<file path="src/rtl/iic_slave_pkg.sv">
`default_nettype none
// ============================================================================
//  Module   : iic_slave_pkg
//  Purpose  : Shared types and constants for the I2C target (iic_slave).
//             FSM state encoding, bit-counter width, bus level constants.
//  Revision : 1.0 - initial release
// ============================================================================
package iic_slave_pkg;

    // Bit counter covers the 8 data bits of one byte
    localparam int c_BIT_CNT_W = 3;

    // Last bit index in a byte, in counter width
    localparam logic [c_BIT_CNT_W-1:0] c_LAST_BIT = 3'd7;

    // Bus level of an acknowledge / not-acknowledge bit
    localparam logic c_ACK  = 1'b0;
    localparam logic c_NACK = 1'b1;

    // SDA output-enable levels (open drain: 1 pulls the line low)
    localparam logic c_OE_PULL    = 1'b1;
    localparam logic c_OE_RELEASE = 1'b0;

    // Default 7-bit target address
    localparam logic [6:0] c_DEFAULT_ADDRESS = 7'b1001111;

    // Target state machine
    typedef enum logic [2:0] {
        ST_IDLE      = 3'd0,
        ST_ADDR      = 3'd1,
        ST_ADDR_ACK  = 3'd2,
        ST_RX        = 3'd3,
        ST_RX_ACK    = 3'd4,
        ST_TX        = 3'd5,
        ST_TX_ACK    = 3'd6,
        ST_WAIT_STOP = 3'd7
    } state_t;

    // True when the upper seven bits of the first byte equal our address.
    // Address 0 (general call) can never match a non-zero ADDRESS, and
    // 10-bit header bytes (11110xx) are treated like any other mismatch.
    function automatic logic addr_match(input logic [7:0] first_byte,
                                        input logic [6:0] address);
        return (first_byte[7:1] == address);
    endfunction

endpackage : iic_slave_pkg
`default_nettype wire

</file>
<file path="src/rtl/iic_slave_edge_sync.sv">
`default_nettype none
// ============================================================================
//  Module   : iic_edge_sync
//  Purpose  : Two-flop synchronizer plus one delayed copy for a single bus
//             line. Produces the synchronized level and one-cycle rise/fall
//             strobes. All flops reset to 1 (idle bus level).
//  Revision : 1.0 - initial release
// ============================================================================
module iic_edge_sync (
    input  logic i_clk,
    input  logic i_rst_n,
    input  logic i_d,
    output logic o_sync,
    output logic o_rise,
    output logic o_fall
);

    logic r_meta_q;
    logic r_sync_q;
    logic r_dly_q;

    // Bring the pad level into the clock domain and keep one older sample
    always_ff @(posedge i_clk or negedge i_rst_n) begin
        if (!i_rst_n) begin
            r_meta_q <= 1'b1;
            r_sync_q <= 1'b1;
            r_dly_q  <= 1'b1;
        end else begin
            r_meta_q <= i_d;
            r_sync_q <= r_meta_q;
            r_dly_q  <= r_sync_q;
        end
    end

    assign o_sync = r_sync_q;
    assign o_rise = r_sync_q & ~r_dly_q;
    assign o_fall = ~r_sync_q & r_dly_q;

endmodule : iic_edge_sync
`default_nettype wire

</file>
<file path="src/rtl/iic_slave.sv">
`default_nettype none
// ============================================================================
//  Module   : iic_slave
//  Purpose  : Byte-oriented I2C target. Oversamples SCL/SDA, detects
//             START/STOP, matches a 7-bit address, receives write bytes or
//             transmits read bytes with ACK/NACK handling. SDA is driven
//             open-drain through o_SDA_oe; the pad lives above this block.
//  Revision : 1.0 - initial release
// ============================================================================
module iic_slave
    import iic_slave_pkg::*;
#(
    parameter logic [6:0] ADDRESS = c_DEFAULT_ADDRESS
) (
    input  logic       i_clk,
    input  logic       i_rst_n,
    input  logic       i_SCL,
    input  logic       i_SDA,
    output logic       o_SDA_oe,
    input  logic [7:0] i_tx_byte,
    output logic       o_tx_req,
    output logic [7:0] o_rx_byte,
    output logic       o_rx_valid,
    output logic       o_busy
);

    // ------------------------------------------------------------------
    // Synchronized bus view and events
    // ------------------------------------------------------------------
    logic w_scl;
    logic w_scl_rise;
    logic w_scl_fall;
    logic w_sda;
    logic w_sda_rise;
    logic w_sda_fall;
    logic w_start;
    logic w_stop;

    iic_edge_sync u_scl_sync (
        .i_clk   (i_clk),
        .i_rst_n (i_rst_n),
        .i_d     (i_SCL),
        .o_sync  (w_scl),
        .o_rise  (w_scl_rise),
        .o_fall  (w_scl_fall)
    );

    iic_edge_sync u_sda_sync (
        .i_clk   (i_clk),
        .i_rst_n (i_rst_n),
        .i_d     (i_SDA),
        .o_sync  (w_sda),
        .o_rise  (w_sda_rise),
        .o_fall  (w_sda_fall)
    );

    // SDA edges while SCL is high are bus conditions, not data
    assign w_start = w_sda_fall & w_scl;
    assign w_stop  = w_sda_rise & w_scl;

    // ------------------------------------------------------------------
    // State and datapath registers
    // ------------------------------------------------------------------
    state_t                   r_state_q;
    logic [c_BIT_CNT_W-1:0]   r_bit_cnt_q;
    logic                     r_byte_done_q;   // 8 bits shifted in, waiting for the ACK clock
    logic [7:0]               r_shift_q;       // receive shift register (address and write data)
    logic [7:0]               r_tx_q;          // transmit shift register, MSB is next bit to drive
    logic                     r_rw_q;          // R/W bit of the matched address byte
    logic                     r_sda_oe_q;
    logic                     r_tx_req_q;
    logic [7:0]               r_rx_byte_q;
    logic                     r_rx_valid_q;
    logic                     r_busy_q;

    // Protocol FSM: STOP, then START, override any coincident SCL edge
    always_ff @(posedge i_clk or negedge i_rst_n) begin
        if (!i_rst_n) begin
            r_state_q     <= ST_IDLE;
            r_bit_cnt_q   <= '0;
            r_byte_done_q <= 1'b0;
            r_shift_q     <= 8'h00;
            r_tx_q        <= 8'h00;
            r_rw_q        <= 1'b0;
            r_sda_oe_q    <= c_OE_RELEASE;
            r_tx_req_q    <= 1'b0;
            r_rx_byte_q   <= 8'h00;
            r_rx_valid_q  <= 1'b0;
            r_busy_q      <= 1'b0;
        end else begin
            // Strobes are single-cycle unless re-asserted below
            r_tx_req_q   <= 1'b0;
            r_rx_valid_q <= 1'b0;

            if (w_stop) begin
                r_state_q     <= ST_IDLE;
                r_sda_oe_q    <= c_OE_RELEASE;
                r_busy_q      <= 1'b0;
                r_byte_done_q <= 1'b0;
            end else if (w_start) begin
                // Covers both a fresh START and a repeated START
                r_state_q     <= ST_ADDR;
                r_bit_cnt_q   <= '0;
                r_byte_done_q <= 1'b0;
                r_sda_oe_q    <= c_OE_RELEASE;
                r_busy_q      <= 1'b0;
            end else begin
                unique case (r_state_q)
                    ST_IDLE: begin
                        // Nothing to do until a START appears
                    end

                    ST_ADDR: begin
                        if (w_scl_rise) begin
                            r_shift_q   <= {r_shift_q[6:0], w_sda};
                            r_bit_cnt_q <= r_bit_cnt_q + 3'd1;
                            if (r_bit_cnt_q == c_LAST_BIT) begin
                                r_byte_done_q <= 1'b1;
                            end
                        end else if (w_scl_fall && r_byte_done_q) begin
                            // Falling edge after bit 8 opens the ACK clock
                            r_byte_done_q <= 1'b0;
                            if (addr_match(r_shift_q, ADDRESS)) begin
                                r_state_q  <= ST_ADDR_ACK;
                                r_rw_q     <= r_shift_q[0];
                                r_sda_oe_q <= c_OE_PULL;
                                r_busy_q   <= 1'b1;
                            end else begin
                                r_state_q  <= ST_WAIT_STOP;
                            end
                        end
                    end

                    ST_ADDR_ACK: begin
                        if (w_scl_fall) begin
                            r_bit_cnt_q <= '0;
                            if (r_rw_q) begin
                                // Read: first data bit goes out right away
                                r_state_q  <= ST_TX;
                                r_tx_q     <= i_tx_byte;
                                r_tx_req_q <= 1'b1;
                                r_sda_oe_q <= ~i_tx_byte[7];
                            end else begin
                                r_state_q  <= ST_RX;
                                r_sda_oe_q <= c_OE_RELEASE;
                            end
                        end
                    end

                    ST_RX: begin
                        if (w_scl_rise) begin
                            r_shift_q   <= {r_shift_q[6:0], w_sda};
                            r_bit_cnt_q <= r_bit_cnt_q + 3'd1;
                            if (r_bit_cnt_q == c_LAST_BIT) begin
                                r_rx_byte_q   <= {r_shift_q[6:0], w_sda};
                                r_rx_valid_q  <= 1'b1;
                                r_byte_done_q <= 1'b1;
                            end
                        end else if (w_scl_fall && r_byte_done_q) begin
                            r_byte_done_q <= 1'b0;
                            r_state_q     <= ST_RX_ACK;
                            r_sda_oe_q    <= c_OE_PULL;
                        end
                    end

                    ST_RX_ACK: begin
                        if (w_scl_fall) begin
                            r_state_q   <= ST_RX;
                            r_sda_oe_q  <= c_OE_RELEASE;
                            r_bit_cnt_q <= '0;
                        end
                    end

                    ST_TX: begin
                        if (w_scl_fall) begin
                            if (r_bit_cnt_q == c_LAST_BIT) begin
                                // Bit 0 clock finished: let the master answer
                                r_state_q  <= ST_TX_ACK;
                                r_sda_oe_q <= c_OE_RELEASE;
                            end else begin
                                r_sda_oe_q  <= ~r_tx_q[6];
                                r_tx_q      <= {r_tx_q[6:0], 1'b0};
                                r_bit_cnt_q <= r_bit_cnt_q + 3'd1;
                            end
                        end
                    end

                    ST_TX_ACK: begin
                        if (w_scl_rise) begin
                            if (w_sda == c_NACK) begin
                                r_state_q  <= ST_WAIT_STOP;
                                r_sda_oe_q <= c_OE_RELEASE;
                            end
                        end else if (w_scl_fall) begin
                            // Master acknowledged: fetch and start the next byte
                            r_state_q   <= ST_TX;
                            r_bit_cnt_q <= '0;
                            r_tx_q      <= i_tx_byte;
                            r_tx_req_q  <= 1'b1;
                            r_sda_oe_q  <= ~i_tx_byte[7];
                        end
                    end

                    ST_WAIT_STOP: begin
                        // Bus traffic ignored; only START/STOP leave this state
                    end

                    default: begin
                        r_state_q  <= ST_IDLE;
                        r_sda_oe_q <= c_OE_RELEASE;
                    end
                endcase
            end
        end
    end

    assign o_SDA_oe   = r_sda_oe_q;
    assign o_tx_req   = r_tx_req_q;
    assign o_rx_byte  = r_rx_byte_q;
    assign o_rx_valid = r_rx_valid_q;
    assign o_busy     = r_busy_q;

endmodule : iic_slave
`default_nettype wire

</file>
<file path="config.mk">
export PLATFORM = sky130hd
export DESIGN_NAME = iic_slave
export DESIGN_NICKNAME = d
export VERILOG_FILES = /design/src/rtl/iic_slave_pkg.sv /design/src/rtl/iic_slave_edge_sync.sv /design/src/rtl/iic_slave.sv
export SDC_FILE = /design/constraint.sdc
export NUM_CORES = 1
export LEC_CHECK = 0
export ABC_AREA = 0
export CORE_MARGIN = 2
export CORE_UTILIZATION = 54
export CTS_CLUSTER_DIAMETER = 30
export DETAILED_ROUTE_END_ITERATION = 16
export DONT_BUFFER_PORTS = 1
export PLACE_DENSITY = 0.76
export SYNTH_ARGS = -nofsm -noshare
export SYNTH_HDL_FRONTEND = slang
export SYNTH_SLANG_ARGS = --single-unit
</file>
<file path="constraint.sdc">
create_clock -name i_clk -period 4.2 [get_ports i_clk]
set_clock_uncertainty 0.15 [all_clocks]
set_input_delay 0.84 -clock i_clk [delete_from_list [all_inputs] [get_ports i_clk]]
set_output_delay 0.84 -clock i_clk [all_outputs]
set_load 0.02 [all_outputs]
</file>
# --- After elaboration in Yosys (flattened, before gate mapping) ---
# Cells that the tools add are included.
totals:
  out_inout_bits: 12
  mem_bits_ro: 0
  word_cells: 151
  latchBits: 0
  inputBits: 12
  regBits: 41
  ram_bits: 0
  memories: 0
op_classes:
  n_lt_le_gt_ge: 0
  n_addsub: 1
  n_bitwise: 15
  n_div: 0
  shift: 0
  mul: 0
  eq_ne: 31
  muxes: 67
  n_reduce_logical: 20
ops:
  columns: ["cell", "count"]
  rows:
  - ["$mux 3", 21]
  - ["$mux 7", 6]
  - ["$ne 4x4->1 const B", 10]
  - ["$mux 1", 35]
  - ["$reduce_and 11->1", 2]
  - ["$pmux 7 s3", 1]
  - ["$pmux 3 s6", 1]
  - ["$reduce_bool 3->1", 5]
  - ["$eq 3x3->1 const B", 4]
  - ["$ne 2x2->1 const B", 6]
  - ["$ne 3x3->1 const B", 4]
  - ["$pmux 3 s4", 1]
  - ["$reduce_and 6->1", 2]
  - ["$ne 5x4->1 const B", 2]
  - ["$not 1->1", 9]
  - ["$reduce_and 9->1", 1]
  - ["$reduce_and 4->1", 2]
  - ["$reduce_bool 8->1", 1]
  - ["$eq 7x7->1 const B", 1]
  - ["$and 1x1->1", 6]
  - ["$eq 3x2->1 const B", 2]
  - ["$pmux 1 s6", 1]
  - ["$reduce_and 5->1", 1]
  - ["$reduce_bool 5->1", 1]
  - ["8 further kinds", 9]

# --- Logic depth before layout (Yosys ltp) ---
depth:
  depth_word: 8
  ltp_mapped: 8
  depth_no_buf: 7

# --- By module ---
# From an unflattened synthesis, not the netlist that was laid out.
hier_totals:
  cells_unflattened: 177
  area_unflattened_um2: 2006.9
modules_own_cells:
  columns: ["module", "cells_per_inst", "n_inst", "seq_area_each_um2", "area_per_inst_um2"]
  rows:
  - ["iic_slave", 167, 1, 875.8, 1819.2]
  - ["iic_edge_sync", 5, 2, 78.8, 93.8]

# --- Worst setup path before layout ---
# No wires, ideal clock.
synth_path:
  path_kind: "register -> register"
  from: "register u_sda_sync.r_sync_q, in the netlist u_sda_sync.o_sync"
  to: "register r_bit_cnt_q[0]"
  t_required_ns: 3.922
  period_less_slack_ns: 1.953
  path_slack_ns: 2.247
  path_stages_with_launch: 6
  arrival_time_ns: 1.676
  n_path_buf: 1
  setup_time_ns: 0.128
  cell_sequence: "dfstp_2 -> buf_2 -> inv_1 -> maj3_1 -> a32oi_2 -> mux2_1"
synth_between:
  elab_chain_cells: 5
  word_cells_on_any_way: 13
  classes_between: "eq/ne: 4; mux: 1; bitwise: 6; reduce/logical: 2"
synth_rtl:
  columns: ["item", "line_no", "rtl"]
  rows:
  - ["start, declared", "iic_slave_edge_sync.sv:19", "logic r_sync_q;"]
  - ["start signal, assigned", "iic_slave_edge_sync.sv:30", "r_sync_q <= r_meta_q;"]
  - ["$not 1->1", "iic_slave_edge_sync.sv:37", "assign o_fall = ~r_sync_q & r_dly_q;"]
  - ["$and 1x1->1", "iic_slave_edge_sync.sv:37", null]
  - ["$and 1x1->1", "iic_slave.sv:58", "assign w_start = w_sda_fall & w_scl;"]
  - ["$ne 3x3->1 (no source line) (tied with other cells)", null, null]
  - ["$reduce_and 6->1 (no source line)", null, null]
  - ["end signal, assigned", "iic_slave.sv:116", "r_bit_cnt_q <= r_bit_cnt_q + 3'd1;"]
  - ["end signal, assigned", "iic_slave.sv:153", "r_bit_cnt_q <= r_bit_cnt_q + 3'd1;"]
  - ["end signal, assigned", "iic_slave.sv:183", "r_bit_cnt_q <= r_bit_cnt_q + 3'd1;"]
  - ["end, declared", "iic_slave.sv:65", "logic [c_BIT_CNT_W-1:0] r_bit_cnt_q;"]
# Parallel ways exist; a longest one is shown, timed or not.
# A chain may end at the register's enable or synchronous reset.

# --- Final worst setup path ---
layout_path:
  from: "register r_state_q[1]"
  to: "register r_tx_q[0]"
layout_between:
  elab_chain_cells: 3
  word_cells_on_any_way: 12
  classes_between: "eq/ne: 9; mux: 1; reduce/logical: 2"
layout_rtl:
  columns: ["item", "line_no", "rtl"]
  rows:
  - ["start, declared", "iic_slave.sv:64", "state_t r_state_q;"]
  - ["start signal, assigned", "iic_slave.sv:79", "r_state_q <= ST_IDLE;"]
  - ["start signal, assigned", "iic_slave.sv:96", "r_state_q <= ST_IDLE;"]
  - ["start signal, assigned", "iic_slave.sv:102", "r_state_q <= ST_ADDR;"]
  - ["$eq 3x3->1 or $eq 3x2->1 (tied branches)", "iic_slave.sv:108", "unique case (r_state_q)"]
  - ["$ne 2x2->1 (no source line) or $reduce_bool 3->1 (tied branches)", null, null]
  - ["$reduce_and 9->1 (no source line)", null, null]
  - ["end signal, assigned", "iic_slave.sv:140", "r_tx_q <= i_tx_byte;"]
  - ["end signal, assigned", "iic_slave.sv:182", "r_tx_q <= {r_tx_q[6:0], 1'b0};"]
  - ["end signal, assigned", "iic_slave.sv:198", "r_tx_q <= i_tx_byte;"]
  - ["end, declared", "iic_slave.sv:68", "logic [7:0] r_tx_q;"]
# Parallel ways exist; a longest one is shown, timed or not.

==> impl_metrics.yaml <==
yosys:
  synth_seq_area_share: 0.519
  synthCells: 183
  syn_avg_cell_area_um2: 10.9
  synth_cell_types: 45
  synthArstFlopShare: 1.00
  ys_warn_count: 0
  syn-cell-area_mm2: 0.00199
  synth_edf_count: 0
  syn_nets: 197
  ys_ff_latch: 41
  ys.flop_type: "dfrtp_1"
clock_tree:
  tritoncts: "yes"
  worstSkewPairLatency_ns: 0.30
  h-tree-depth: 2
  cts.repair.resized: 0
  postCtsSetupBuffers: 0
  clock-sinks: 41
  cts_buffer_depth: 2
  numCtsBuffers: 5
  clk_pin_slew_ns: 0.08
  root_buffer: "clkbuf_8"
  cts_hold_buf: 0
sta:
  fin_hold_ws_ns: 0.0772
  rsz0062_at_grt: "no"
  worstMarginPinSlew_ns: 0.716
  finalHoldViolCount: 0
  period_share: 0.546
  slew_headroom: 0.520
  maxSlewViolCount: 0
  fin_tns_setup_ns: 0
  min_period_ns: 2.29
  fmax_ghz: 0.436
  finalSetupViolations: 0
pwr:
  power_density_mw_per_mm2: 600
  switching_share: 0.350
  irDropWorstVdd_mv: 0.337
  p_int_mw: 0.830
  total_leakage_power_nw: 1.01
  combPwrFrac: 0.274
  pwr-share-seq: 0.477
  p_switching_mw: 0.448
  pwr-share-clk: 0.249
placement:
  io_buffers: 0
  place.gp.congestion: 0.821
  place_inst: 223
  dp_hpwl_um: 2750
job:
  cap_violations: 0
global_route:
  antenna_found_initial: 0
  grt_first_pass_wirelength_um: 6510
  grt.total_usage: 0.206
  gr-total-overflow: 0
  grt_pass1_vias: 1360
  grt_max_degree: 42
worst_setup_path:
  slowest_delay_ns: 0.65
  worstPathArrival_ns: 2.28
  cp_top_family: "compound AO/OA/AOI/OAI gates"
  worst_path_max_delay_cell: "dfrtp_1"
  worst_setup_path_start_kind: "register"
  critPathMaxFanout: 15
  path_buf_inv: 0
  crit_required_ns: 4.19
  crit_chain: "nand3b_1 > nor2_1 > o21ai_1 > o21ai_0"
  crit_path_end_kind: "register"
  path_class: "reg -> reg"
floorplan:
  initial_core_util: 0.553
  io_pins: 24
  rows: 22
  core_mm2: 0.00361
  die-height_um: 64.8
  die_w_um: 64.8
  die_area_mm2: 0.00419
routing:
  drtPass1Iterations: 4
  postRouteAntennaNets: 0
  vias: 1384
  avgRoutedWirePerCell_um: 16.7
  drc: 0
  drtIter0Drc: 95
  vias_per_cell: 5.99
  wl_um: 3870
layout:
  syn2layout_area_growth_pct: 6.84
  stdcell_count: 231
  diodes: 0
  num-nets-final: 196
  final_layout_size_suffix_gt1_frac: 0.197
  post-route-util: 0.591
hold_path:
  hold_path_class: "in -> async"
run_status:
  status: "finished, final reports clean"
power groups by stage:
stage | Clock, mW | Combinational (mW) | Sequential (mW)
after floorplan | 0 | 0.333 | 0.551
after global placement | 0 | 0.327 | 0.604
after detailed placement | 0 | 0.347 | 0.617
after CTS | 0.326 | 0.349 | 0.607
after global routing | 0.343 | 0.401 | 0.622
final | 0.318 | 0.350 | 0.610
worst paths after layout:
path,startpoint,slack [ns],cells past startpoint,endpoint
min in group i_clk,u_sda_sync.r_meta_q$_DFF_PN1_,0.21,0,u_sda_sync.o_sync$_DFF_PN1_
min,i_rst_n,0.08,0,r_shift_q[3]$_DFFE_PN0P_
max in group asynchronous,i_rst_n,3.63,0,u_scl_sync.o_sync$_DFF_PN1_
min reg2reg,u_sda_sync.r_meta_q$_DFF_PN1_,0.21,0,u_sda_sync.o_sync$_DFF_PN1_
max,r_state_q[1]$_DFFE_PN0P_,1.91,4,r_tx_q[0]$_DFFE_PN0P_
max reg2reg,r_state_q[1]$_DFFE_PN0P_,1.91,4,r_tx_q[0]$_DFFE_PN0P_
layer usage:
metal	vias up	wire length (um)	global-route usage
met5	-	0	0
met3	5	221	0.0677
met2	49	1840	0.304
li1	654	-	-
met1	676	1760	0.279
met4	0	42	0.0878
cells in the mapped netlist, drive strengths merged, types with 2 or more instances:
master	count	area (um^2)
clkbuf	3	11.3
nand2b	4	25.0
mux2	17	191
nor2b	3	18.8
nand2	20	75.1
buf	5	27.5
nor2	11	41.3
a31oi	2	12.5
nand3	2	10.0
nor3	3	20.0
inv	8	30.0
nand4	5	37.5
o21ai	17	85.1
mux2i	9	90.1
dfrtp	35	876
and2	3	18.8
ha	2	25.0
a21oi	6	30.0
dfstp	6	158
o2bb2ai	2	17.5
cells by family after synthesis:
logic type               count (synthesis)  synth area share
AND/OR/NAND/NOR                         57             0.149
flip-flops                              41             0.519
AO/OA/AOI/OAI                           39             0.131
multiplexers                            26             0.141
buffers and inverters                   16            0.0345
adder cells (fa/ha/maj)                  3            0.0176
XOR/XNOR                                 1           0.00816
state kept, by name (all words and copies together), names as in the netlist, 3 cells and up:
register	cells
r_state_q	3
r_bit_cnt_q	3
r_shift_q	8
r_tx_q	7
o_rx_byte	8
cells in the final DEF, fill, tap and decap left out, drive strengths merged, types with 2 or more instances in the layout:
master    n
dfrtp    35
nand2    20
o21ai    17
mux2     17
nor2     11
mux2i     9
inv       8
a21oi     6
dfstp     6
clkbuf    5
nand4     5
nand2b    4
and2      3
nor2b     3
nor3      3
a31oi     2
nand3     2
o2bb2ai   2
ha        2
per-stage QoR:
step | power [mW] | setup slack (ns) | area (um^2)
global route | 1.37 | 1.63 | 2130
finish | 1.28 | 1.91 | 2130
floorplan | 0.884 | 2.25 | 1990
CTS | 1.28 | 1.89 | 2130
global placement | 0.932 | 2.01 | 2010
detailed placement | 0.964 | 1.89 | 2010
layout make-up:
class,count,area [um^2]
clock buffer,5,68.8
clock inverter,3,46.3
fill,298,1480
inverter,8,30.0
multi-input combinational,126,891
sequential,41,1030
tap,48,60.1
Note: power is estimated with default switching activity, not from simulation.
